**src/rtl/jstk_spi_ctrl.sv**
```systemverilog
// Joystick SPI transaction controller.
// Drives a mode-0 SPI byte engine through one framed transaction of NUM_BYTES
// bytes: asserts SS, sends the latched command byte followed by zero fill,
// and assembles the received bytes into DOUT (first byte in the MSBs).
// A per-edge timeout aborts a stalled engine handshake and pulses ERR.
module jstk_spi_ctrl #(
    parameter int NUM_BYTES = 5,
    parameter int SS_SETUP  = 2,
    parameter int GAP       = 2,
    parameter int TIMEOUT   = 64
) (
    input  logic                   CLK,
    input  logic                   RST,
    input  logic                   sndRec,
    input  logic [7:0]             DIN,
    input  logic                   BUSY_SPI,
    input  logic [7:0]             DOUT_SPI,
    output logic                   SS,
    output logic                   getByte,
    output logic [7:0]             sndData,
    output logic                   BUSY,
    output logic [8*NUM_BYTES-1:0] DOUT,
    output logic                   ERR
);

    localparam int DW      = 8 * NUM_BYTES;
    // Setup and Gap always occupy at least one cycle so each is a real state.
    localparam int SETUP_N = (SS_SETUP < 1) ? 1 : SS_SETUP;
    localparam int GAP_N   = (GAP < 1) ? 1 : GAP;
    localparam int CNT_MAX = (SETUP_N > GAP_N) ? SETUP_N : GAP_N;
    localparam int CW      = $clog2(CNT_MAX + 1);
    localparam int BW      = $clog2(NUM_BYTES + 1);
    localparam int TW      = $clog2(TIMEOUT + 1);

    localparam logic [CW-1:0] SETUP_LAST = CW'(SETUP_N - 1);
    localparam logic [CW-1:0] GAP_LAST   = CW'(GAP_N - 1);
    localparam logic [BW-1:0] NBYTES     = BW'(NUM_BYTES);
    localparam logic [TW-1:0] TMO_LAST   = TW'(TIMEOUT - 1);

    typedef enum logic [2:0] {
        S_IDLE,
        S_SETUP,
        S_REQ,
        S_WAIT,
        S_GAP,
        S_DONE
    } state_t;

    state_t          r_state;
    logic [CW-1:0]   r_cnt;       // Setup / Gap cycle counter
    logic [BW-1:0]   r_byte_cnt;  // bytes completed in this transaction
    logic [TW-1:0]   r_tmo;       // cycles spent waiting on the current BUSY_SPI edge
    logic [7:0]      r_din;       // command byte captured at transaction start
    logic [DW-1:0]   r_asm;       // received bytes, shifted in from the LSB end

    // Transaction sequencer; every output is a register updated on the
    // transition into the state whose value it reflects.
    always_ff @(posedge CLK) begin
        if (RST) begin
            r_state    <= S_IDLE;
            r_cnt      <= '0;
            r_byte_cnt <= '0;
            r_tmo      <= '0;
            r_din      <= '0;
            r_asm      <= '0;
            SS         <= 1'b1;
            getByte    <= 1'b0;
            sndData    <= '0;
            BUSY       <= 1'b0;
            DOUT       <= '0;
            ERR        <= 1'b0;
        end else begin
            case (r_state)
                S_IDLE: begin
                    if (sndRec) begin
                        r_din      <= DIN;
                        r_asm      <= '0;
                        r_cnt      <= '0;
                        r_byte_cnt <= '0;
                        SS         <= 1'b0;
                        BUSY       <= 1'b1;
                        r_state    <= S_SETUP;
                    end
                end

                S_SETUP: begin
                    if (r_cnt == SETUP_LAST) begin
                        // First byte of the frame carries the command.
                        r_cnt   <= '0;
                        r_tmo   <= '0;
                        getByte <= 1'b1;
                        sndData <= r_din;
                        r_state <= S_REQ;
                    end else begin
                        r_cnt <= r_cnt + CW'(1);
                    end
                end

                S_REQ: begin
                    if (BUSY_SPI) begin
                        getByte <= 1'b0;
                        r_tmo   <= '0;
                        r_state <= S_WAIT;
                    end else if (r_tmo == TMO_LAST) begin
                        getByte <= 1'b0;
                        SS      <= 1'b1;
                        ERR     <= 1'b1;
                        r_state <= S_DONE;
                    end else begin
                        r_tmo <= r_tmo + TW'(1);
                    end
                end

                S_WAIT: begin
                    if (!BUSY_SPI) begin
                        r_asm      <= (r_asm << 8) | DW'(DOUT_SPI);
                        r_byte_cnt <= r_byte_cnt + BW'(1);
                        r_cnt      <= '0;
                        r_state    <= S_GAP;
                    end else if (r_tmo == TMO_LAST) begin
                        SS      <= 1'b1;
                        ERR     <= 1'b1;
                        r_state <= S_DONE;
                    end else begin
                        r_tmo <= r_tmo + TW'(1);
                    end
                end

                S_GAP: begin
                    if (r_cnt == GAP_LAST) begin
                        r_cnt <= '0;
                        if (r_byte_cnt < NBYTES) begin
                            // Remaining bytes are zero fill; only byte 0 is a command.
                            r_tmo   <= '0;
                            getByte <= 1'b1;
                            sndData <= 8'h00;
                            r_state <= S_REQ;
                        end else begin
                            SS      <= 1'b1;
                            r_state <= S_DONE;
                        end
                    end else begin
                        r_cnt <= r_cnt + CW'(1);
                    end
                end

                S_DONE: begin
                    // An aborted frame leaves the previous result visible.
                    if (!ERR) begin
                        DOUT <= r_asm;
                    end
                    ERR        <= 1'b0;
                    BUSY       <= 1'b0;
                    r_byte_cnt <= '0;
                    r_state    <= S_IDLE;
                end

                default: begin
                    r_state <= S_IDLE;
                end
            endcase
        end
    end

endmodule

```
**config.mk**
```make
export PLATFORM = sky130hd
export DESIGN_NAME = jstk_spi_ctrl
export DESIGN_NICKNAME = d
export VERILOG_FILES = /design/src/rtl/jstk_spi_ctrl.sv
export SDC_FILE = /design/constraint.sdc
export NUM_CORES = 1
export LEC_CHECK = 0
export BUFFER_PORTS_ARGS = -buffer_cell sky130_fd_sc_hd__buf_2
export CAP_MARGIN = 30
export CORE_UTILIZATION = 40
export DETAILED_ROUTE_END_ITERATION = 16
export PLACE_DENSITY_LB_ADDON = 0.05
export SLEW_MARGIN = 5
export SYNTH_ARGS = -nofsm -noshare
export SYNTH_HDL_FRONTEND = slang
export SYNTH_SLANG_ARGS = --single-unit
export TNS_END_PERCENT = 5
```
**constraint.sdc**
```tcl
create_clock -name CLK -period 3.1 [get_ports CLK]
set_input_delay 0 -clock CLK [delete_from_list [all_inputs] [get_ports CLK]]
set_output_delay 0 -clock CLK [all_outputs]
set_load 0.01 [all_outputs]
```
==> impl_metrics.yaml, run 1 <==
sta:
  clock.fmax_mhz: 475.8
  maxSlewViolCount: 0
  slew_headroom_pct: 37.23
  hold_viol_final: 0
  setup_violations: 0
  finalSetupTns_ns: 0
  period_share_pct: 67.79
  tightest_slew_ns: 0.9415
  worst_slack_ns: 0.9984
  whs_ns: 0.07132
  grt_setup_unrepaired: "no"
  fin_skew_ns: 0.005648
  min_period_ns: 2.102
clock_network:
  clockRootBuffer: "clkbuf_16"
  cts_tree: "done"
  cts_hold_buf: 17
  cts.sinks: 115
  numCtsBuffers: 17
  clock_latency_ns: 0.41
  postCtsSetupRepairBufs: 0
  post_cts_resized: 0
  clk_path_buf_depth: 2
  path_clk_slew_ns: 0.05
  cts_max_level: 4
global_routing:
  use_met2_pct: 30.48
  grtUsageMet1_pct: 27.81
  grtUsageMet3_pct: 5.467
  grt_pass1_wl_um: 19130
  grt-busiest-layer: "met2"
  overflow: 0
  grt_pass1_vias: 3907
  grt_max_degree: 92
  grtUsageTotal_pct: 20.42
  antenna_found_initial: 0
synthesis:
  syn_nets: 609
  syn_area_mm2: 0.004689
  ys_seq_elements: 115
  synthFlopType: "dfxtp_1"
  async_flop_share_pct: 0
  syn_avg_cell_area_um2: 7.989
  synth_edf_count: 0
  synth_cell_type_count: 48
  yosysSeqAreaShare_pct: 49.09
  yosysWarnings: 0
  syn_inst: 587
setup_path:
  worst_ep_required_time_ns: 3.38
  path_buf_inv: 1
  end_kind: "register"
  cpLargestDelayFamily: "flip-flops"
  slowest_delay_ns: 0.76
  critPathSlowestCell: "dfxtp_1"
  cp_cell_sequence: "or3b_4, a21o_1, buf_4, a211o_1, o21ai_0"
  arrival_ns: 2.39
  worstPathMaxFanout: 23
  critical_path_class: "reg2reg"
  critPathLaunchType: "register"
job:
  cap_violations: 0
power:
  vdd_ir_drop_max_mv: 0.3644
  total_power_uw: 4131
  p_per_area_mw_per_mm2: 711.0
  leakage_uw: 0.002146
cells_and_area:
  post-route-util_pct: 50.88
  area_growth_syn_to_layout_pct: 23.88
  nets: 679
  antenna_cells: 0
  layout-drive-gt1-share_pct: 17.81
route:
  wl_per_cell_um: 14.43
  vias_per_cell: 5.273
  routed-via-count: 4276
  routed_wl_um: 11700
  drt_first_pass_iters: 5
  drcViolationCount: 0
  antenna_left: 0
  drt-initial-drc-count: 274
floorplan:
  die_w_um: 110.3
  start_util_pct: 41.07
  fp-row-count: 39
  die-area_mm2: 0.01216
  die_h_um: 110.3
  core-area_mm2: 0.01142
  io_pins: 72
run_status:
  status: "finished, final reports clean"
placement:
  globalplace.congestion: 0.8090
  io_buffers: 71
  place_ws_ns: 1.024
  hpwl_um: 7168
worst_hold_path:
  min_path_type: "in2reg"
power breakdown:
group	switching [µW]	internal (µW)	total, µW
Sequential	84.3	1530	1620
Combinational	455	229	684
Clock	634	1200	1830
layout by cell type, fill, tap and decap left out, types with 2 or more instances in the layout:
cell type	synthesis	routed
nand2b_1	9	9
a221oi_2	3	3
nor3_1	6	5
a21oi_2	2	2
clkbuf_8	0	5
nor2_1	15	15
o22ai_1	2	2
buf_2	17	70
clkbuf_1	24	4
a21o_1	3	3
a21oi_1	106	106
or3_1	3	3
dlygate4sd3_1	0	17
a211o_1	2	2
ha_1	2	2
nand4_1	8	8
clkinv_2	0	2
o21bai_1	4	4
nor2b_1	5	5
o21ai_0	15	15
buf_4	2	8
a31oi_1	5	5
and3_1	2	2
and3b_1	3	3
clkbuf_16	0	17
o21a_1	2	2
o211ai_1	2	2
dfxtp_1	115	115
nand3b_1	4	4
or3b_4	2	2
nand3_1	48	48
nand2_1	150	150
a211oi_1	2	2
nor3_2	1	2
inv_1	6	6
sequential cells by signal, indices dropped and copies added, names as in the netlist:
signal / flops
DOUT: 40
r_asm: 40
r_din: 8
sndData: 8
r_tmo: 7
r_byte_cnt: 3
r_state: 3
r_cnt: 2
BUSY: 1
ERR: 1
SS: 1
getByte: 1
logic make-up (layout without fill, tap and decap cells):
kind of cell | after synthesis | after routing | share of synthesized area [%]
AOI/OAI and AO/OA | 153 | 153 | 18.65
adders and majority gates | 2 | 2 | 0.5335
buffers and inverters | 50 | 131 | 4.776
DFF | 115 | 115 | 49.09
muxes | 2 | 2 | 0.6937
and+or+nand+nor | 265 | 265 | 26.25
cell usage after synthesis, types with 4 or more instances:
master,instances,share of area (%)
nand2_1,150,12
dfxtp_1,115,49
a21oi_1,106,11
nand3_1,48,5.1
clkbuf_1,24,1.9
buf_2,17,1.8
nor2_1,15,1.2
o21ai_0,15,1.6
nand2b_1,9,1.2
nand4_1,8,1.1
inv_1,6,0.48
nor3_1,6,0.64
a31oi_1,5,0.67
nor2b_1,5,0.67
nand3b_1,4,0.64
o21bai_1,4,0.64
worst reg2reg max path: cells and delay by family (launching register included):
family	cells	cell delay, ns
compound gates	3	0.64
buf+inv	1	0.30
flops	1	0.76
simple gates	1	0.29
layout make-up:
type                    count  area [µm²]
flip-flops and latches    115        2302
well taps                 143       178.9
repair buffers             95       580.6
clock inverters             4       47.55
clock buffers              26       509.2
multi-input cells         422        2168
inverters                   6       22.52
fillers                  1146        5609
metrics by stage:
| step | instances | instance area (µm²) |
|---|---|---|
| global route | 811 | 5809 |
| floorplan | 587 | 4690 |
| global placement | 764 | 5082 |
| CTS | 811 | 5809 |
| detailed placement | 764 | 5082 |
| finish | 811 | 5809 |
routing by layer:
layer  share of wire, %  up-vias
met3                3.7       14
met5                  0        -
met4                1.5        0
met1                 51     2017
met2                 44       85
li1                   -     2160
worst paths after layout:
path	from	to	slack, ns	cells past startpoint
setup / recovery	r_state[0]$_SDFFE_PP0P_	r_byte_cnt[2]$_SDFFE_PP0P_	1.0	5
hold reg to reg	DOUT[28]$_SDFFE_PP0P_	DOUT[28]$_SDFFE_PP0P_	0.45	2
hold / removal	sndRec	r_cnt[1]$_SDFFE_PP0P_	0.07	4
setup reg to reg	r_state[0]$_SDFFE_PP0P_	r_byte_cnt[2]$_SDFFE_PP0P_	1.0	5
Power figures use the tool's default switching activity.
==> run 2, diff against run 1 <==
clock period = 2.01 ns   (was 3.1 ns; I/O delays follow)
==> run 2 against run 1 <==
Net effect: register-to-register slack worse by 0.79 ns; combinational power up 75%; critical path depth unchanged; clock-buffer cell count down 5; power up 62%; critical path type unchanged; largest power group unchanged.
==> impl_metrics.yaml, run 2 (synthesis results as in run 1) <==
placement:
  globalplace.congestion: 0.8372
  hpwl_um: 7435
  io_buffers: 71
  place_inst: 775
sta:
  fin_skew_ns: 0.01350
  tightest_slew_ns: 0.8380
  clock.fmax_mhz: 555.2
  slew_headroom_pct: 44.13
  min_period_ns: 1.801
  finalSetupTns_ns: 0
  grt_setup_unrepaired: "no"
  period_share_pct: 89.61
  setup_violations: 0
  hold_viol_final: 0
  maxSlewViolCount: 0
run_status:
  status: "finished, final reports clean"
setup_path:
  arrival_ns: 2.13
  cpLargestDelayFamily: "simple AND/OR/NAND/NOR gates"
  reg2reg_from: "r_state[1]$_SDFFE_PP0P_"
  end_kind: "register"
  cp_cell_sequence: "nand2b_1, buf_4, nor4_1, o21bai_1, a31oi_1"
  critPathSlowestCell: "dfxtp_1"
  critical_path_class: "reg2reg"
  reg2reg_depth: 5
  rr_endpoint: "ERR$_SDFFE_PP0P_"
  worstPathMaxFanout: 16
  worst_ep_required_time_ns: 2.33
  slowest_delay_ns: 0.59
  reg2reg_slack_ns: 0.21
  critPathLaunchType: "register"
  cp-startpoint: "r_state[1]$_SDFFE_PP0P_"
  path_buf_inv: 1
cells_and_area:
  instances_no_fill: 821
  mostFrequentLayoutCells: "nand2_1 (150), dfxtp_1 (115), a21oi_1 (106), buf_2 (70), nand3_1 (48)"
  layout-drive-gt1-share_pct: 19.62
  post-route-util_pct: 52.44
  area_growth_syn_to_layout_pct: 27.69
  nets: 689
  final_common_cell: "nand2_1"
  reg.largest.list: "DOUT: 40 flops, r_asm: 40 flops"
  antenna_cells: 0
job:
  cap_violations: 0
route:
  antenna_left: 0
  drcViolationCount: 0
  drt-initial-drc-count: 264
  drt_first_pass_iters: 5
  wl_per_cell_um: 14.04
  routed-via-count: 4279
  vias_per_cell: 5.212
  routed_wl_um: 11530
power:
  p_per_area_mw_per_mm2: 1118
  total_power_uw: 6695
  vdd_ir_drop_max_mv: 0.9233
  leakage_uw: 0.002239
global_routing:
  overflow: 0
  grtUsageTotal_pct: 20.04
  grt_pass1_vias: 3824
  antenna_found_initial: 0
  grt_max_degree: 81
  grt_pass1_wl_um: 18750
floorplan:
  die-area_mm2: 0.01216
  start_util_pct: 41.07
  die_h_um: 110.3
  die_w_um: 110.3
  fp-row-count: 39
  io_pins: 72
  core-area_mm2: 0.01142
clock_network:
  cts.sinks: 115
  clockRootBuffer: "clkbuf_16"
  postCtsSetupRepairBufs: 0
  path_clk_slew_ns: 0.05
  cts_tree: "done"
  clock_latency_ns: 0.41
  numCtsBuffers: 17
  cts_max_level: 4
  clk_path_buf_depth: 2
worst_hold_path:
  hold_start: "BUSY_SPI"
  min_path_type: "in2reg"
  hold_depth: 3
  whs_endpoint: "r_cnt[1]$_SDFFE_PP0P_"
[run 2: cell count changes in the layout (fill, tap and decap cells not counted), sizes merged]
cell	previous run	this run
bufinv	1	3
dlygate4sd3	17	16
clkinv	2	5
clkbuf	26	21
buf	78	89
[run 2: routing by layer]
layer,vias to the layer above,track usage [%],share of wire (%)
li1,2193,-,-
met1,1978,28.90,51
met2,100,28.53,44
met3,8,5.115,4.5
met4,0,7.331,0.82
met5,-,0,0
[run 2: report_power, final]
group / leakage (µW) / switching [µW] / internal [µW]
Sequential: 0.000928 / 93.4 / 2360
Combinational: 0.00102 / 748 / 455
Clock: 0.000295 / 1010 / 2030
[run 2: what timing repair did]
item	in CTS	in global routing
resized for setup	0	0
hold buffers	16	0
hold endpoints to repair	16	0
[run 2: layout make-up]
| class | count | area (µm²) |
|---|---|---|
| Inverter | 6 | 22.52 |
| Tap cell | 143 | 178.9 |
| Sequential cell | 115 | 2302 |
| Timing Repair Buffer | 105 | 715.7 |
| Multi-Input combinational cell | 422 | 2168 |
| Clock inverter | 9 | 130.1 |
| Clock buffer | 21 | 470.5 |
| Fill cell | 1101 | 5430 |
[run 2: stage by stage]
stage               setup WS (ns)  area [µm²]  hold slack, ns
CTS                        0.2149        5988         0.02436
global placement           0.2642        5228          0.2415
finish                     0.2089        5988         0.02805
detailed placement         0.2240        5228          0.2504
floorplan                  0.4740        4690          0.1360
global route              0.01774        5988         0.06158
[run 2: worst max path at each step]
| stage | end | cells past startpoint |
|---|---|---|
| after CTS | r_tmo[1]$_SDFFE_PP0P_ | 5 |
| after floorplan | r_tmo[1]$_SDFFE_PP0P_ | 5 |
| after global placement | r_tmo[1]$_SDFFE_PP0P_ | 5 |
| after global routing | ERR$_SDFFE_PP0P_ | 5 |
| after detailed placement | r_asm[29]$_SDFFE_PP0P_ | 5 |
| final | ERR$_SDFFE_PP0P_ | 5 |
[run 2: worst min-delay path: stages]
cell and delay [ns]:
buf_2 0.17, nor2_1 0.14, nor4b_1 0.07
==> run 3, diff against run 2 <==
CORE_MARGIN = 8   (was not set)
==> run 3 against run 2 <==
Net effect: core utilization is 0.70 points lower; via count up 1.1%; largest cell class unchanged; final cell count is 0.24% lower; flip-flop and latch count unchanged; sequential power about the same; combinational power decreased by 3%; die area grew 27%; clock-buffer cell count shrank 3; critical endpoint is now r_tmo[5]$_SDFFE_PP0P_; maximum frequency down 0.78%.
==> impl_metrics.yaml, run 3 (synthesis results as in run 1) <==
sta:
  maxSlewViolCount: 0
  finalSetupTns_ns: 0
  grt_setup_unrepaired: "no"
  clock.fmax_mhz: 550.9
  setup_violations: 0
  hold_viol_final: 0
  min_period_ns: 1.815
  period_share_pct: 90.31
  tightest_slew_ns: 0.6109
  slew_headroom_pct: 59.28
  fin_skew_ns: 0.01077
run_status:
  status: "finished, final reports clean"
clock_network:
  cts_tree: "done"
  path_clk_slew_ns: 0.05
  clockRootBuffer: "clkbuf_16"
  numCtsBuffers: 17
  cts.sinks: 115
  clock_latency_ns: 0.41
  clk_path_buf_depth: 2
  cts_max_level: 4
setup_path:
  path_buf_inv: 0
  cpLargestDelayFamily: "simple AND/OR/NAND/NOR gates"
  worst_ep_required_time_ns: 2.34
  end_kind: "register"
  arrival_ns: 2.14
  slowest_delay_ns: 0.58
  critical_path_class: "reg2reg"
  critPathLaunchType: "register"
  reg2reg_slack_ns: 0.19
  cp_cell_sequence: "nand2b_1, nor3_2, or4b_1, a31oi_1"
  critPathSlowestCell: "dfxtp_1"
  worstPathMaxFanout: 14
global_routing:
  antenna_found_initial: 0
  grt_pass1_wl_um: 20150
  grt_pass1_vias: 4123
  grt_max_degree: 55
  overflow: 0
  grtUsageTotal_pct: 15.40
cells_and_area:
  final_common_cell: "nand2_1"
  regArea_mm2: 0.002302
  antenna_cells: 0
  layout-drive-gt1-share_pct: 19.38
  post-route-util_pct: 51.74
  reg.largest.list: "DOUT: 40 flops, r_asm: 40 flops"
  nets: 685
  mostFrequentLayoutCells: "nand2_1 (150), dfxtp_1 (115), a21oi_1 (106), buf_2 (70), nand3_1 (48)"
  fillers: 1133
  multi_input_area_mm2: 0.002168
  instances_no_fill: 819
  area_growth_syn_to_layout_pct: 25.99
route:
  routed_wl_um: 12140
  wl_per_cell_um: 14.82
  vias_per_cell: 5.282
  antenna_left: 0
  drcViolationCount: 0
  drt-initial-drc-count: 290
  drt_first_pass_iters: 4
  routed-via-count: 4326
power:
  p_per_area_mw_per_mm2: 1090
  power.switching_uw: 1949
  clock_power_share_pct: 43.8
  swShare_pct: 30.28
  p_seq_share_pct: 38.2
  leakage_uw: 0.002184
  p_int_uw: 4489
  comb_power_share_pct: 18.0
  vdd_ir_drop_max_mv: 0.5974
job:
  cap_violations: 0
floorplan:
  die_h_um: 124.3
  core-area_mm2: 0.01142
  fp-row-count: 39
  die-area_mm2: 0.01544
  io_pins: 72
  start_util_pct: 41.07
  die_w_um: 124.3
placement:
  hpwl_um: 8005
  place_inst: 771
  io_buffers: 71
  globalplace.congestion: 0.8252
worst_hold_path:
  min_path_type: "in2reg"
[run 3: final timing paths]
| kind | from | end | cells after the start |
|---|---|---|---|
| setup / recovery | r_state[1]$_SDFFE_PP0P_ | r_tmo[5]$_SDFFE_PP0P_ | 4 |
| hold / removal | BUSY_SPI | r_cnt[1]$_SDFFE_PP0P_ | 3 |
| hold reg to reg | DOUT[38]$_SDFFE_PP0P_ | DOUT[38]$_SDFFE_PP0P_ | 2 |
| setup reg to reg | r_state[1]$_SDFFE_PP0P_ | r_tmo[5]$_SDFFE_PP0P_ | 4 |
[run 3: final cells by class]
| cell class | instances | share of cell area, % |
|---|---|---|
| Sequential cell | 115 | 38.97 |
| Multi-Input combinational cell | 422 | 36.70 |
| Timing Repair Buffer | 101 | 11.39 |
| Clock buffer | 18 | 7.264 |
| Tap cell | 143 | 3.028 |
| Clock inverter | 14 | 2.266 |
| Inverter | 6 | 0.3812 |
[run 3: per-stage QoR]
stage | total power [µW] | instance area, µm² | hold slack, ns | setup WS, ns
2_1_floorplan | 3320 | 4690 | 0.1360 | 0.4740
3_3_place_gp | 3619 | 5185 | 0.2458 | 0.3031
3_5_place_dp | 3641 | 5185 | 0.2527 | 0.2339
4_1_cts | 6507 | 5908 | 0.01422 | 0.2237
5_1_grt | 6730 | 5908 | 0.03823 | 0.06066
6_report | 6439 | 5908 | 0.02250 | 0.1947
[run 3: what timing repair did]
| action | CTS | global route |
|---|---|---|
| hold endpoints to repair | 16 | 0 |
| setup buffers | 0 | 0 |
| resized for setup | 0 | 0 |
| hold buffers | 16 | 0 |
[run 3: power by group through the flow]
stage	logic (µW)	clock network (µW)	registers, µW
finish	1160	2820	2460
global route	1270	2990	2470
CTS	1160	2890	2460
detailed placement	1140	0	2500
global placement	1120	0	2500
floorplan	857	0	2460
[run 3: per-layer routing]
layer,vias to the layer above,GRT usage (%),share of wire [%]
met5,-,0,0
met4,0,6.095,1.4
met3,16,4.766,4.5
met2,101,22.86,45
met1,2026,20.29,49
li1,2183,-,-
[run 3: worst reg2reg max path, stage by stage (launching register included)]
cell,delay [ns]
dfxtp_1,0.58
nand2b_1,0.22
nor3_2,0.31
or4b_1,0.46
a31oi_1,0.16
